### config.mk
export PLATFORM = sky130hd
export DESIGN_NAME = cpu_control_unit
export DESIGN_NICKNAME = d
export VERILOG_FILES = /design/src/rtl/cpu_control_unit_pkg.sv /design/src/rtl/cpu_control_unit_mem_wait_timer.sv /design/src/rtl/cpu_control_unit.sv
export SDC_FILE = /design/constraint.sdc
export NUM_CORES = 1
export LEC_CHECK = 0
export CAP_MARGIN = 0
export CORE_ASPECT_RATIO = 1.5
export CORE_MARGIN = 3
export CORE_UTILIZATION = 49
export CTS_BUF_LIST = sky130_fd_sc_hd__clkbuf_8
export DETAILED_ROUTE_END_ITERATION = 16
export PLACE_DENSITY = 0.87
export SYNTH_ARGS = -nofsm -noshare
export SYNTH_HDL_FRONTEND = slang
export SYNTH_SLANG_ARGS = --single-unit
### constraint.sdc
create_clock -name clk -period 3.5 [get_ports clk]
set_clock_uncertainty 0.2 [all_clocks]
set_input_delay 0.35 -clock clk [delete_from_list [all_inputs] [get_ports clk]]
set_output_delay 0.35 -clock clk [all_outputs]
set_load 0.005 [all_outputs]
### src/rtl/cpu_control_unit_pkg.sv
// rtl/cpu_control_unit_pkg.sv - shared state codes and opcodes for the control sequencer
// Package cpu_ctrl_defs: state encodings (state_dbg values) and the opcode
// constants that are also used by the instruction decoder's regwe logic.
package cpu_ctrl_defs;

    localparam logic [3:0] ST_IDLE    = 4'd0;
    localparam logic [3:0] ST_FETCH   = 4'd1;
    localparam logic [3:0] ST_DECODE  = 4'd2;
    localparam logic [3:0] ST_REGREAD = 4'd3;
    localparam logic [3:0] ST_EXEC    = 4'd4;
    localparam logic [3:0] ST_MEM     = 4'd5;
    localparam logic [3:0] ST_WB      = 4'd6;
    localparam logic [3:0] ST_HALT    = 4'd7;
    localparam logic [3:0] ST_FAULT   = 4'd8;

    localparam logic [3:0] OP_LD  = 4'b1000;
    localparam logic [3:0] OP_ST  = 4'b1101;
    localparam logic [3:0] OP_BR  = 4'b1100;
    localparam logic [3:0] OP_CMP = 4'b0111;
    localparam logic [3:0] OP_HLT = 4'b1111;

endpackage

### src/rtl/cpu_control_unit_mem_wait_timer.sv
// rtl/cpu_control_unit_mem_wait_timer.sv - memory wait-cycle counter with timeout expiry
// Ports: clk, rst_n (async active-low), clear_i (zero the count),
// count_i (one more unacknowledged request cycle), expire_o (this cycle
// is the last permitted unacknowledged one).
module mem_wait_timer #(
    parameter int MEM_TIMEOUT = 16
) (
    input  logic clk,
    input  logic rst_n,
    input  logic clear_i,
    input  logic count_i,
    output logic expire_o
);

    localparam int TW = (MEM_TIMEOUT > 2) ? $clog2(MEM_TIMEOUT) : 1;

    logic [TW-1:0] timer_q;
    logic [TW-1:0] timer_d;

    always_comb begin
        timer_d = timer_q;
        if (clear_i) begin
            timer_d = '0;
        end else if (count_i) begin
            timer_d = timer_q + 1'b1;
        end
    end

    // Expiry is only meaningful while a request is still waiting; an ack in
    // the same cycle suppresses count_i and therefore wins over the timeout.
    assign expire_o = count_i && (timer_q == TW'(MEM_TIMEOUT - 1));

    always_ff @(posedge clk or negedge rst_n) begin
        if (!rst_n) begin
            timer_q <= '0;
        end else begin
            timer_q <= timer_d;
        end
    end

endmodule

### src/rtl/cpu_control_unit.sv
// rtl/cpu_control_unit.sv - multi-cycle sequencer for the 16-bit RISC core
// Inputs:  clk, rst_n, run, instr_op[3:0], branch_taken, mem_ack.
// Outputs: mem_req/mem_we/mem_addr_sel (memory port), en_fetch/pc_inc/pc_load
// (IR and PC), en_decode/en_regread/en_alu/en_regwrite/wb_sel (datapath),
// halted, fault, state_dbg[3:0], instr_count[CNT_W-1:0].
module cpu_control_unit
    import cpu_ctrl_defs::*;
#(
    parameter int MEM_TIMEOUT = 16,
    parameter int CNT_W       = 16
) (
    input  logic             clk,
    input  logic             rst_n,
    input  logic             run,
    input  logic [3:0]       instr_op,
    input  logic             branch_taken,
    input  logic             mem_ack,
    output logic             mem_req,
    output logic             mem_we,
    output logic             mem_addr_sel,
    output logic             en_fetch,
    output logic             pc_inc,
    output logic             pc_load,
    output logic             en_decode,
    output logic             en_regread,
    output logic             en_alu,
    output logic             en_regwrite,
    output logic             wb_sel,
    output logic             halted,
    output logic             fault,
    output logic [3:0]       state_dbg,
    output logic [CNT_W-1:0] instr_count
);

    logic [3:0]       state_q, state_d;
    logic [3:0]       op_q, op_d;
    logic [CNT_W-1:0] cnt_q, cnt_d;
    logic             retire;
    logic             cnt_inc;
    logic             in_req;
    logic             tmr_count;
    logic             tmr_clear;
    logic             tmr_expire;

    assign in_req    = (state_q == ST_FETCH) || (state_q == ST_MEM);
    assign tmr_count = in_req && !mem_ack;
    // Clearing on any state change means every FETCH/MEM visit starts at zero.
    assign tmr_clear = !tmr_count || (state_d != state_q);

    mem_wait_timer #(
        .MEM_TIMEOUT(MEM_TIMEOUT)
    ) u_timer (
        .clk     (clk),
        .rst_n   (rst_n),
        .clear_i (tmr_clear),
        .count_i (tmr_count),
        .expire_o(tmr_expire)
    );

    always_comb begin
        state_d = state_q;
        op_d    = op_q;
        retire  = 1'b0;
        cnt_inc = 1'b0;
        case (state_q)
            ST_IDLE: begin
                if (run) state_d = ST_FETCH;
            end
            ST_FETCH: begin
                if (mem_ack)         state_d = ST_DECODE;
                else if (tmr_expire) state_d = ST_FAULT;
            end
            ST_DECODE: begin
                op_d    = instr_op;
                state_d = ST_REGREAD;
            end
            ST_REGREAD: begin
                state_d = ST_EXEC;
            end
            ST_EXEC: begin
                case (op_q)
                    OP_LD, OP_ST:  state_d = ST_MEM;
                    OP_BR, OP_CMP: retire  = 1'b1;
                    OP_HLT: begin
                        state_d = ST_HALT;
                        cnt_inc = 1'b1;
                    end
                    default:       state_d = ST_WB;
                endcase
            end
            ST_MEM: begin
                if (mem_ack) begin
                    if (op_q == OP_LD) state_d = ST_WB;
                    else               retire  = 1'b1;
                end else if (tmr_expire) begin
                    state_d = ST_FAULT;
                end
            end
            ST_WB: begin
                retire = 1'b1;
            end
            ST_HALT, ST_FAULT: begin
                state_d = state_q;
            end
            default: begin
                state_d = ST_IDLE;
            end
        endcase

        // Retirement is a transition, not a state: count and pick the next
        // instruction (or idle) in the same edge that leaves EXEC/MEM/WB.
        if (retire) begin
            cnt_inc = 1'b1;
            state_d = run ? ST_FETCH : ST_IDLE;
        end
    end

    assign cnt_d = cnt_q + {{(CNT_W-1){1'b0}}, cnt_inc};

    always_ff @(posedge clk or negedge rst_n) begin
        if (!rst_n) begin
            state_q <= ST_IDLE;
            op_q    <= 4'd0;
            cnt_q   <= '0;
        end else begin
            state_q <= state_d;
            op_q    <= op_d;
            cnt_q   <= cnt_d;
        end
    end

    // Moore decode from the registered state; en_fetch/pc_inc and pc_load also
    // look at this cycle's mem_ack / branch_taken.
    assign mem_req      = in_req;
    assign mem_addr_sel = (state_q == ST_MEM);
    assign mem_we       = (state_q == ST_MEM) && (op_q == OP_ST);
    assign en_fetch     = (state_q == ST_FETCH) && mem_ack;
    assign pc_inc       = (state_q == ST_FETCH) && mem_ack;
    assign en_decode    = (state_q == ST_DECODE);
    assign en_regread   = (state_q == ST_REGREAD);
    assign en_alu       = (state_q == ST_EXEC);
    assign pc_load      = (state_q == ST_EXEC) && (op_q == OP_BR) && branch_taken;
    assign en_regwrite  = (state_q == ST_WB);
    assign wb_sel       = (state_q == ST_WB) && (op_q == OP_LD);
    assign halted       = (state_q == ST_HALT);
    assign fault        = (state_q == ST_FAULT);
    assign state_dbg    = state_q;
    assign instr_count  = cnt_q;

endmodule
* Word-level counts from Yosys, hierarchy flattened
Cells that the tools add are included.
Word-level totals: register bits after elaboration 28, input bits 9, output and inout bits 33, word-level logic and storage cells 55
Cells by class: $add $sub $neg 2, eq/ne operators 15, muxes and demuxes 18, reductions and logical operators 16
Operator list (count):
- 4-bit 2-to-1 mux | 8
- 4-bit one-hot mux with 7 select lines | 1
- 4-bit == test (second input constant) | 6
- 4-bit by 3-bit == test with 1-bit output (second input constant) | 5
- 16-bit by 1-bit adder with 16-bit output | 1
- 4-bit one-hot mux with 3 select lines | 1
- 4-bit by 2-bit == test with 1-bit output (second input constant) | 2
- 1-bit logical AND | 7
- 1-bit 2-to-1 mux | 7
- 4-bit by 1-bit adder with 4-bit output (second input constant) | 1
- 4-bit by 1-bit == test with 1-bit output (second input constant) | 1
- 4-bit logical NOT | 1
- 4-bit inequality test | 1
- 2-bit OR reduction | 2
- 1-bit one-hot mux with 3 select lines | 1
- 3-bit OR reduction | 1
- 1-bit logical NOT | 2
- 1-bit logical OR | 2
- 2-bit nonzero test | 1

* Longest topological paths before layout
Gate-level depths: netlist of the first run.
depth after elaboration 11, mapped depth 12, mapped depth without buffers 10

* Hierarchy
A second synthesis of the first run with hierarchy kept.
Unflattened totals: cell total of the unflattened synthesis 139, area total of the unflattened synthesis 1506.4 um^2
By module, submodules not included:
- cpu_control_unit | times used 1, cells an instance 121, area an instance 1278.7 um^2, sequential area each 600.6 um^2
- mem_wait_timer | times used 1, cells an instance 18, area an instance 227.7 um^2, sequential area each 100.1 um^2

* Least setup slack after synthesis of the first run
No wires, ideal clock.
kind register -> register, start point register state_q[1] (netlist: state_dbg[1]), end point register cnt_q[14] (netlist: instr_count[14]), library setup time 0.079 ns, data arrival time 2.614 ns, data required time 3.221 ns, path slack 0.607 ns, cell stages (with the launch flop) 13, buffers on the path 2, period minus slack after synthesis 2.893 ns, path through dfrtp_1 -> buf_4 -> nor4b_2 -> o211ai_1 -> nand3_4 -> a31o_2 -> ha_1 -> ha_1 -> nand2_1 -> or2_2 -> clkbuf_1 -> nor4b_2 -> xor2_1
Between the ends: longest elaborated chain between the ends 4, elaborated cells between the ends (all ways) 7, classes of those cells 1 x add/sub; 3 x eq/ne; 3 x mux
RTL lines:
- start: declaration | line cpu_control_unit.sv:35 | logic [3:0] state_q, state_d;
- start signal: assignment | line cpu_control_unit.sv:126 | state_q <= state_d;
- 4-bit by 3-bit == test with 1-bit output (*)
- net en_alu | line cpu_control_unit.sv:26 | output logic en_alu,
- 1-bit one-hot mux with 3 select lines or 1-bit 2-to-1 mux (tied branches) | line cpu_control_unit.sv:65 | case (state_q)
- 1-bit 2-to-1 mux (*) | line cpu_control_unit.sv:112 | if (retire) begin
- 16-bit by 1-bit adder with 16-bit output (*) | line cpu_control_unit.sv:118 | assign cnt_d = cnt_q + {{(CNT_W-1){1'b0}}, cnt_inc};
- net cnt_d[14] | line cpu_control_unit.sv:37 | logic [CNT_W-1:0] cnt_q, cnt_d;
- end signal: assignment | line cpu_control_unit.sv:128 | cnt_q <= cnt_d;
- end: declaration | line cpu_control_unit.sv:37
Mark *: on every way through the listed nets, which the timed path passes. The rest lies on a longest branch. A chain may end at the register's enable or synchronous reset.

* Final worst setup path of the first run
start point register state_q[1] (netlist: state_dbg[1]), end point register cnt_q[14] (netlist: instr_count[14])
Between the ends: longest elaborated chain between the ends 4, elaborated cells between the ends (all ways) 7, classes of those cells 1 x add/sub; 3 x eq/ne; 3 x mux
RTL lines (line):
- 4-bit by 3-bit == test with 1-bit output | cpu_control_unit.sv:65
- 1-bit one-hot mux with 3 select lines or 1-bit 2-to-1 mux (tied branches) | cpu_control_unit.sv:65
- 1-bit 2-to-1 mux (*) | cpu_control_unit.sv:112
- 16-bit by 1-bit adder with 16-bit output (*) | cpu_control_unit.sv:118
- net cnt_d[14] | cpu_control_unit.sv:37
Marks and branches as above.

==> results.sh, run 1 <==
export IMPL_post_route_util_pct=67.6
export IMPL_first_pass_iters=4
export IMPL_worstPathArrival_ps=3160
export IMPL_cap_viol_max_count=0
export IMPL_grt_busiest_layer="met2"
export IMPL_worst_setup_path_end_kind="flop"
export IMPL_slowest_delay_ps=600
export IMPL_die_area_um2=3800
export IMPL_rows=24
export IMPL_yosys_warnings=0
export IMPL_power_density_nw_per_um2=650
export IMPL_synth_nets=153
export IMPL_grt_pass1_vias=1254
export IMPL_layout_common_cells="41 x clkdlybuf4s50_1, 28 x dfrtp_1, 10 x nand2_1, 10 x xnor2_1, 8 x nand3_1"
export IMPL_synth_top_cell_by_area="dfrtp_1"
export IMPL_die_w_um=51.3
export IMPL_crit_chain="nor4b_2 -> o211ai_1 -> nand3_4 -> a31o_2 -> ha_1 -> ha_1 -> nand2_1 -> or2_2 -> nor4b_2 -> xor2_1"
export IMPL_area_growth_pct=31.5
export IMPL_regArea_um2=701
export IMPL_post_cts_buffers=0
export IMPL_gp_congestion=0.872
export IMPL_final_common_cell="clkdlybuf4s50_1"
export IMPL_p_leak_uw=0.000855
export IMPL_fin_area_um2=1990
export IMPL_power_switching_uw=465
export IMPL_cts_buffers=3
export IMPL_worstPathRequired_ps=3500
export IMPL_start_util_pct=51.4
export IMPL_status="finished, final reports clean"
export IMPL_synth_edf_count=0
export IMPL_finalSetupViolCount=0
export IMPL_p_int_uw=827
export IMPL_core_area_um2=2940
export IMPL_power_frac_comb_pct=42.1
export IMPL_synth_area_um2=1510
export IMPL_worst_pin_slew_ps=561
export IMPL_route_detailed_drc=0
export IMPL_clock_fmax_mhz=317
export IMPL_die_h_um=74.0
export IMPL_drtIter0Drc=19
export IMPL_io_buffers=41
export IMPL_fillCellCount=259
export IMPL_grt_antenna_before_repair=0
export IMPL_cts_root_buf="clkbuf_8"
export IMPL_yosysSeqAreaShare_pct=46.4
export IMPL_dpl_hpwl_um=2650
export IMPL_clockBufferDepth=2
export IMPL_multi_input_area_um2=736
export IMPL_ir_drop_mv=0.333
export IMPL_vias_per_cell=5.71
export IMPL_instances_no_fill=217
export IMPL_boundaryPins=42
export IMPL_hold_viol=0
export IMPL_period_minus_slack_ps=3150
export IMPL_dp_cells=213
export IMPL_syn_inst=141
export IMPL_yosysTopAreaCellShare_pct=46.4
export IMPL_rsz0062_at_grt="false"
export IMPL_critPathMaxFanout=12
export IMPL_whs_ps=245
export IMPL_slowest_stage="nor4b_2"
export IMPL_synth_seq_cells=28
export IMPL_diodes=0
export IMPL_grt_ovfl_total=0
export IMPL_layout_drive_gt1_share_pct=12.4
export IMPL_cts_tree="done"
export IMPL_start_kind="flop"
export IMPL_grt_util_met2_pct=36.0
export IMPL_global_route_usage_met3_pct=4.41
export IMPL_swShare_pct=36.0
export IMPL_grt_pass1_wl_um=5810
export IMPL_place_area_um2=1930
export IMPL_final_setup_tns_ps=0
export IMPL_grt_total_usage_pct=20.1
export IMPL_power_share_clock_pct=15.4
export IMPL_async_flop_share_pct=100
export IMPL_clock_latency_ps=270
export IMPL_timing_final_crit_share_pct=90.1
export IMPL_seqPwrFrac_pct=42.5
export IMPL_slew_limit_headroom_pct=62.5
export IMPL_dr_total_vias=1240
export IMPL_post_drt_wl_per_cell_um=16.6
export IMPL_worstSetupPathType="flop to flop"
export IMPL_drv_slew=0
export IMPL_grt_max_degree=29
export IMPL_synth_cell_types=47
export IMPL_synth_top_cells_by_area="dfrtp_1 46%, xnor2_1 5.8%, xor2_1 3.5%"
export IMPL_cts_reportedPaths_clkPinSlew_ps=90
export IMPL_hold_path_class="primary input to asynchronous set/reset pin"
export IMPL_h_tree_depth=1
export IMPL_postRouteAntennaNets=0
export IMPL_syn_area_per_cell_um2=10.7
export IMPL_grtUsageMet1_pct=22.5
export IMPL_synth_flop_cell="dfrtp_1"
export IMPL_cts_sinks=28
export IMPL_drt_total_wl_um=3610
export IMPL_finalNetCount=191
==> final timing paths <==
| path | cells after the start | to | slack (ps) | startpoint |
|---|---|---|---|---|
| hold reg to reg | 1 | instr_count[15] | 300 | instr_count[15] |
| setup reg to reg | 10 | instr_count[14] | 350 | state_dbg[1] |
| max in group asynchronous | 2 | op_q[1] | 2600 | rst_n |
| min in group clk | 1 | instr_count[15] | 300 | instr_count[15] |
| hold / removal | 2 | u_timer.timer_q[2] | 240 | rst_n |
| setup / recovery | 10 | instr_count[14] | 350 | state_dbg[1] |
==> repair_timing <==
| item | in CTS | in global routing |
|---|---|---|
| gates resized for setup | 0 | 1 |
| hold buffers | 0 | 0 |
| endpoints found under the setup margin | 0 | 1 |
==> cell families after synthesis <==
group                      count (synthesis)  synth area share (%)
and+or+nand+nor                           57                  24.4
AOI/OAI and AO/OA                         16                  8.11
DFF                                       28                  46.4
muxes                                      5                  3.97
adders and majority gates                  3                  2.48
buffers and inverters                     16                  5.38
xor gates and xnor gates                  16                  9.27
==> critical path, delay by kind of cell, from the launching register on <==
| family | cells | cell delay [ps] |
|---|---|---|
| AOI/OAI and AO/OA | 2 | 370 |
| xor gates and xnor gates | 1 | 170 |
| adders and majority gates | 2 | 380 |
| DFF | 1 | 520 |
| and+or+nand+nor | 5 | 1440 |
==> final cells by class <==
| class | instances | area share, % |
|---|---|---|
| clock buffer | 4 | 2.77 |
| inverter | 6 | 1.13 |
| multi-input combinational | 97 | 37.0 |
| sequential | 28 | 35.2 |
| tap | 39 | 2.45 |
| timing repair buffer | 43 | 21.4 |
==> synth_stat cells (3+ instances only) <==
cell       n
buf_2      5
dfrtp_1   28
ha_1       3
inv_1      6
mux2_2     4
nand2_1   10
nand3_1    8
nand4b_1   3
nor2_1     7
nor3_1     6
xnor2_1   10
xor2_1     6
==> flip-flops by register name, indices dropped and copies added (netlist names) <==
register and count:
op_q 4, instr_count 16, state_dbg 4, u_timer.timer_q 4
==> per-stage QoR <==
step,setup WS (ps),power (uW)
5_1_grt,124,1370
3_5_place_dp,307,1090
2_1_floorplan,607,858
6_report,346,1290
3_3_place_gp,448,1060
4_1_cts,285,1290
==> power by group through the flow <==
stage / clock, uW / combinational (uW) / sequential, uW
6_report: 198 / 544 / 549
4_1_cts: 204 / 545 / 543
3_3_place_gp: 0 / 519 / 538
5_1_grt: 215 / 593 / 564
2_1_floorplan: 0 / 394 / 463
3_5_place_dp: 0 / 546 / 547
==> metal layers <==
metal  vias to the layer above  wire [um]
met4                         0         78
met1                       607       1420
li1                        575          -
met2                        49       1890
met3                         9        226
met5                         -          0
Power figures use the tool's default switching activity.
==> run 2: changes to the inputs <==
--- a/config.mk
+++ b/config.mk
@@ -10,8 +10,10 @@
 export CORE_MARGIN = 3
 export CORE_UTILIZATION = 49
 export CTS_BUF_LIST = sky130_fd_sc_hd__clkbuf_8
+export CTS_CLUSTER_DIAMETER = 30
 export DETAILED_ROUTE_END_ITERATION = 16
 export PLACE_DENSITY = 0.87
+export REMOVE_ABC_BUFFERS = 1
 export SYNTH_ARGS = -nofsm -noshare
 export SYNTH_HDL_FRONTEND = slang
 export SYNTH_SLANG_ARGS = --single-unit
==> run 2 against run 1 <==
- final cell count shrank 0.46%
- combinational power fell by 0.7%
- register-to-register slack is essentially flat
- critical path depth is 1 lower
- worst setup slack got worse by 12 ps
- worst hold slack improved by 9.7 ps
- die area stayed put
- routed wire length shrank 2.7%
- largest power group unchanged
==> results.sh, run 2 (synthesis results as in run 1) <==
export IMPL_route_detailed_drc=0
export IMPL_instances_no_fill=216
export IMPL_worst_setup_path_end_kind="flop"
export IMPL_power_uw=1340
export IMPL_largest_reg_flops=16
export IMPL_critical_path_most_common_cell="nand3_1"
export IMPL_rsz0062_at_grt="false"
export IMPL_gp_congestion=0.811
export IMPL_die_w_um=51.3
export IMPL_hold_viol=0
export IMPL_start_util_pct=51.4
export IMPL_first_pass_iters=4
export IMPL_worstPathRequired_ps=3470
export IMPL_dr_total_vias=1192
export IMPL_cap_viol_max_count=0
export IMPL_core_area_um2=2940
export IMPL_drv_slew=0
export IMPL_finalSetupViolCount=0
export IMPL_layout_common_cells="41 x clkdlybuf4s50_1, 28 x dfrtp_1, 10 x nand2_1, 10 x xnor2_1, 8 x nand3_1"
export IMPL_post_cts_buffers=0
export IMPL_grt_total_usage_pct=20.2
export IMPL_layout_drive_gt1_share_pct=11.3
export IMPL_cts_reportedPaths_clkPinSlew_ps=100
export IMPL_power_frac_comb_pct=40.2
export IMPL_worstSetupPathType="flop to flop"
export IMPL_p_leak_uw=0.000857
export IMPL_final_setup_tns_ps=0
export IMPL_final_common_cell="clkdlybuf4s50_1"
export IMPL_area_growth_pct=31.7
export IMPL_diodes=0
export IMPL_r2r_setup_slack_ps=330
export IMPL_fillCellCount=245
export IMPL_clock_fmax_mhz=316
export IMPL_cts_sinks=28
export IMPL_io_buffers=41
export IMPL_timing_final_crit_share_pct=90.5
export IMPL_grt_ovfl_total=0
export IMPL_die_h_um=74.0
export IMPL_slew_limit_headroom_pct=60.4
export IMPL_ir_drop_mv=0.419
export IMPL_swShare_pct=34.6
export IMPL_slowest_delay_ps=590
export IMPL_post_drt_wl_per_cell_um=16.3
export IMPL_cts_tree="done"
export IMPL_fin_area_um2=1990
export IMPL_vias_per_cell=5.52
export IMPL_die_area_um2=3800
export IMPL_power_share_clock_pct=19.1
export IMPL_grt_antenna_before_repair=0
export IMPL_cts_root_buf="clkbuf_8"
export IMPL_reg2reg_depth=9
export IMPL_postRouteAntennaNets=0
export IMPL_slowest_stage="nor4_1"
export IMPL_rr_startpoint="state_dbg[1]"
export IMPL_worst_pin_slew_ps=588
export IMPL_r2r_end="instr_count[15]"
export IMPL_rows=24
export IMPL_drtIter0Drc=15
export IMPL_holdBufCountCts=0
export IMPL_seqPwrFrac_pct=40.7
export IMPL_period_minus_slack_ps=3170
export IMPL_drt_total_wl_um=3510
export IMPL_start_kind="flop"
export IMPL_finalNetCount=190
export IMPL_crit_chain="nor4b_2 -> o211ai_1 -> nand3_4 -> a31o_2 -> ha_1 -> nand3_1 -> nor4_1 -> nand3_1 -> xnor2_1"
export IMPL_h_tree_depth=1
export IMPL_power_switching_uw=464
export IMPL_worstPathArrival_ps=3140
export IMPL_grt_pass1_vias=1279
export IMPL_critPathMaxFanout=12
export IMPL_power_density_nw_per_um2=675
export IMPL_cts_buffers=3
export IMPL_grt_pass1_wl_um=5890
export IMPL_place_area_um2=1920
export IMPL_hold_path_class="primary input to asynchronous set/reset pin"
export IMPL_clockBufferDepth=2
export IMPL_status="finished, final reports clean"
export IMPL_dp_cells=212
export IMPL_cts_resized=0
export IMPL_dpl_hpwl_um=2690
export IMPL_grt_max_degree=29
export IMPL_clock_latency_ps=280
export IMPL_boundaryPins=42
export IMPL_p_int_uw=879
-- run 2: cell count changes in the layout (fill, tap and decap cells not counted), sizes merged --
cell    delta
bufinv     +1
clkbuf     -1
buf        -1
-- run 2: how the worst max path moves through the flow --
stage,start,to,cells after the start
4_1_cts,state_dbg[1],instr_count[15],9
3_5_place_dp,state_dbg[1],instr_count[15],9
5_1_grt,state_dbg[1],instr_count[15],9
2_1_floorplan,state_dbg[1],instr_count[15],9
6_report,state_dbg[1],instr_count[15],9
3_3_place_gp,state_dbg[1],instr_count[12],10
-- run 2: worst max-delay path, delay by kind of cell (launching register included) --
kind                       cells  cell delay [ps]
xor gates and xnor gates       1              160
DFF                            1              510
adders and majority gates      1              180
and+or+nand+nor                5             1650
AOI/OAI and AO/OA              2              370
-- run 2: stage by stage --
step	worst slack, ps	hold WS [ps]	util [%]
after global routing	204	267	67.6
after CTS	323	269	67.6
final	334	254	67.6
after floorplan	738	-146	-
after detailed placement	328	286	65.2
after global placement	563	269	65.2
-- run 2: area by class of cell --
class / instances / area [um^2] / share of cell area (%)
clock buffer: 3 / 41.3 / 2.07
clock inverter: 1 / 30.0 / 1.51
tap: 39 / 48.8 / 2.45
multi-input combinational: 97 / 729 / 36.6
sequential: 28 / 701 / 35.2
timing repair buffer: 42 / 418 / 21.0
inverter: 6 / 22.5 / 1.13
-- run 2: layer usage --
layer / vias up / routed length [um] / track usage (%)
li1: 571 / - / -
met1: 576 / 1420 / 23.5
met2: 40 / 1880 / 36.9
met3: 5 / 171 / 4.21
met4: 0 / 48 / 6.41
met5: - / 0 / 0
-- run 2: power groups by stage --
stage,clock network (uW),registers (uW),logic [uW]
after floorplan,0,516,295
after global placement,0,538,516
after detailed placement,0,549,541
after CTS,260,543,550
after global routing,275,565,594
final,257,546,540
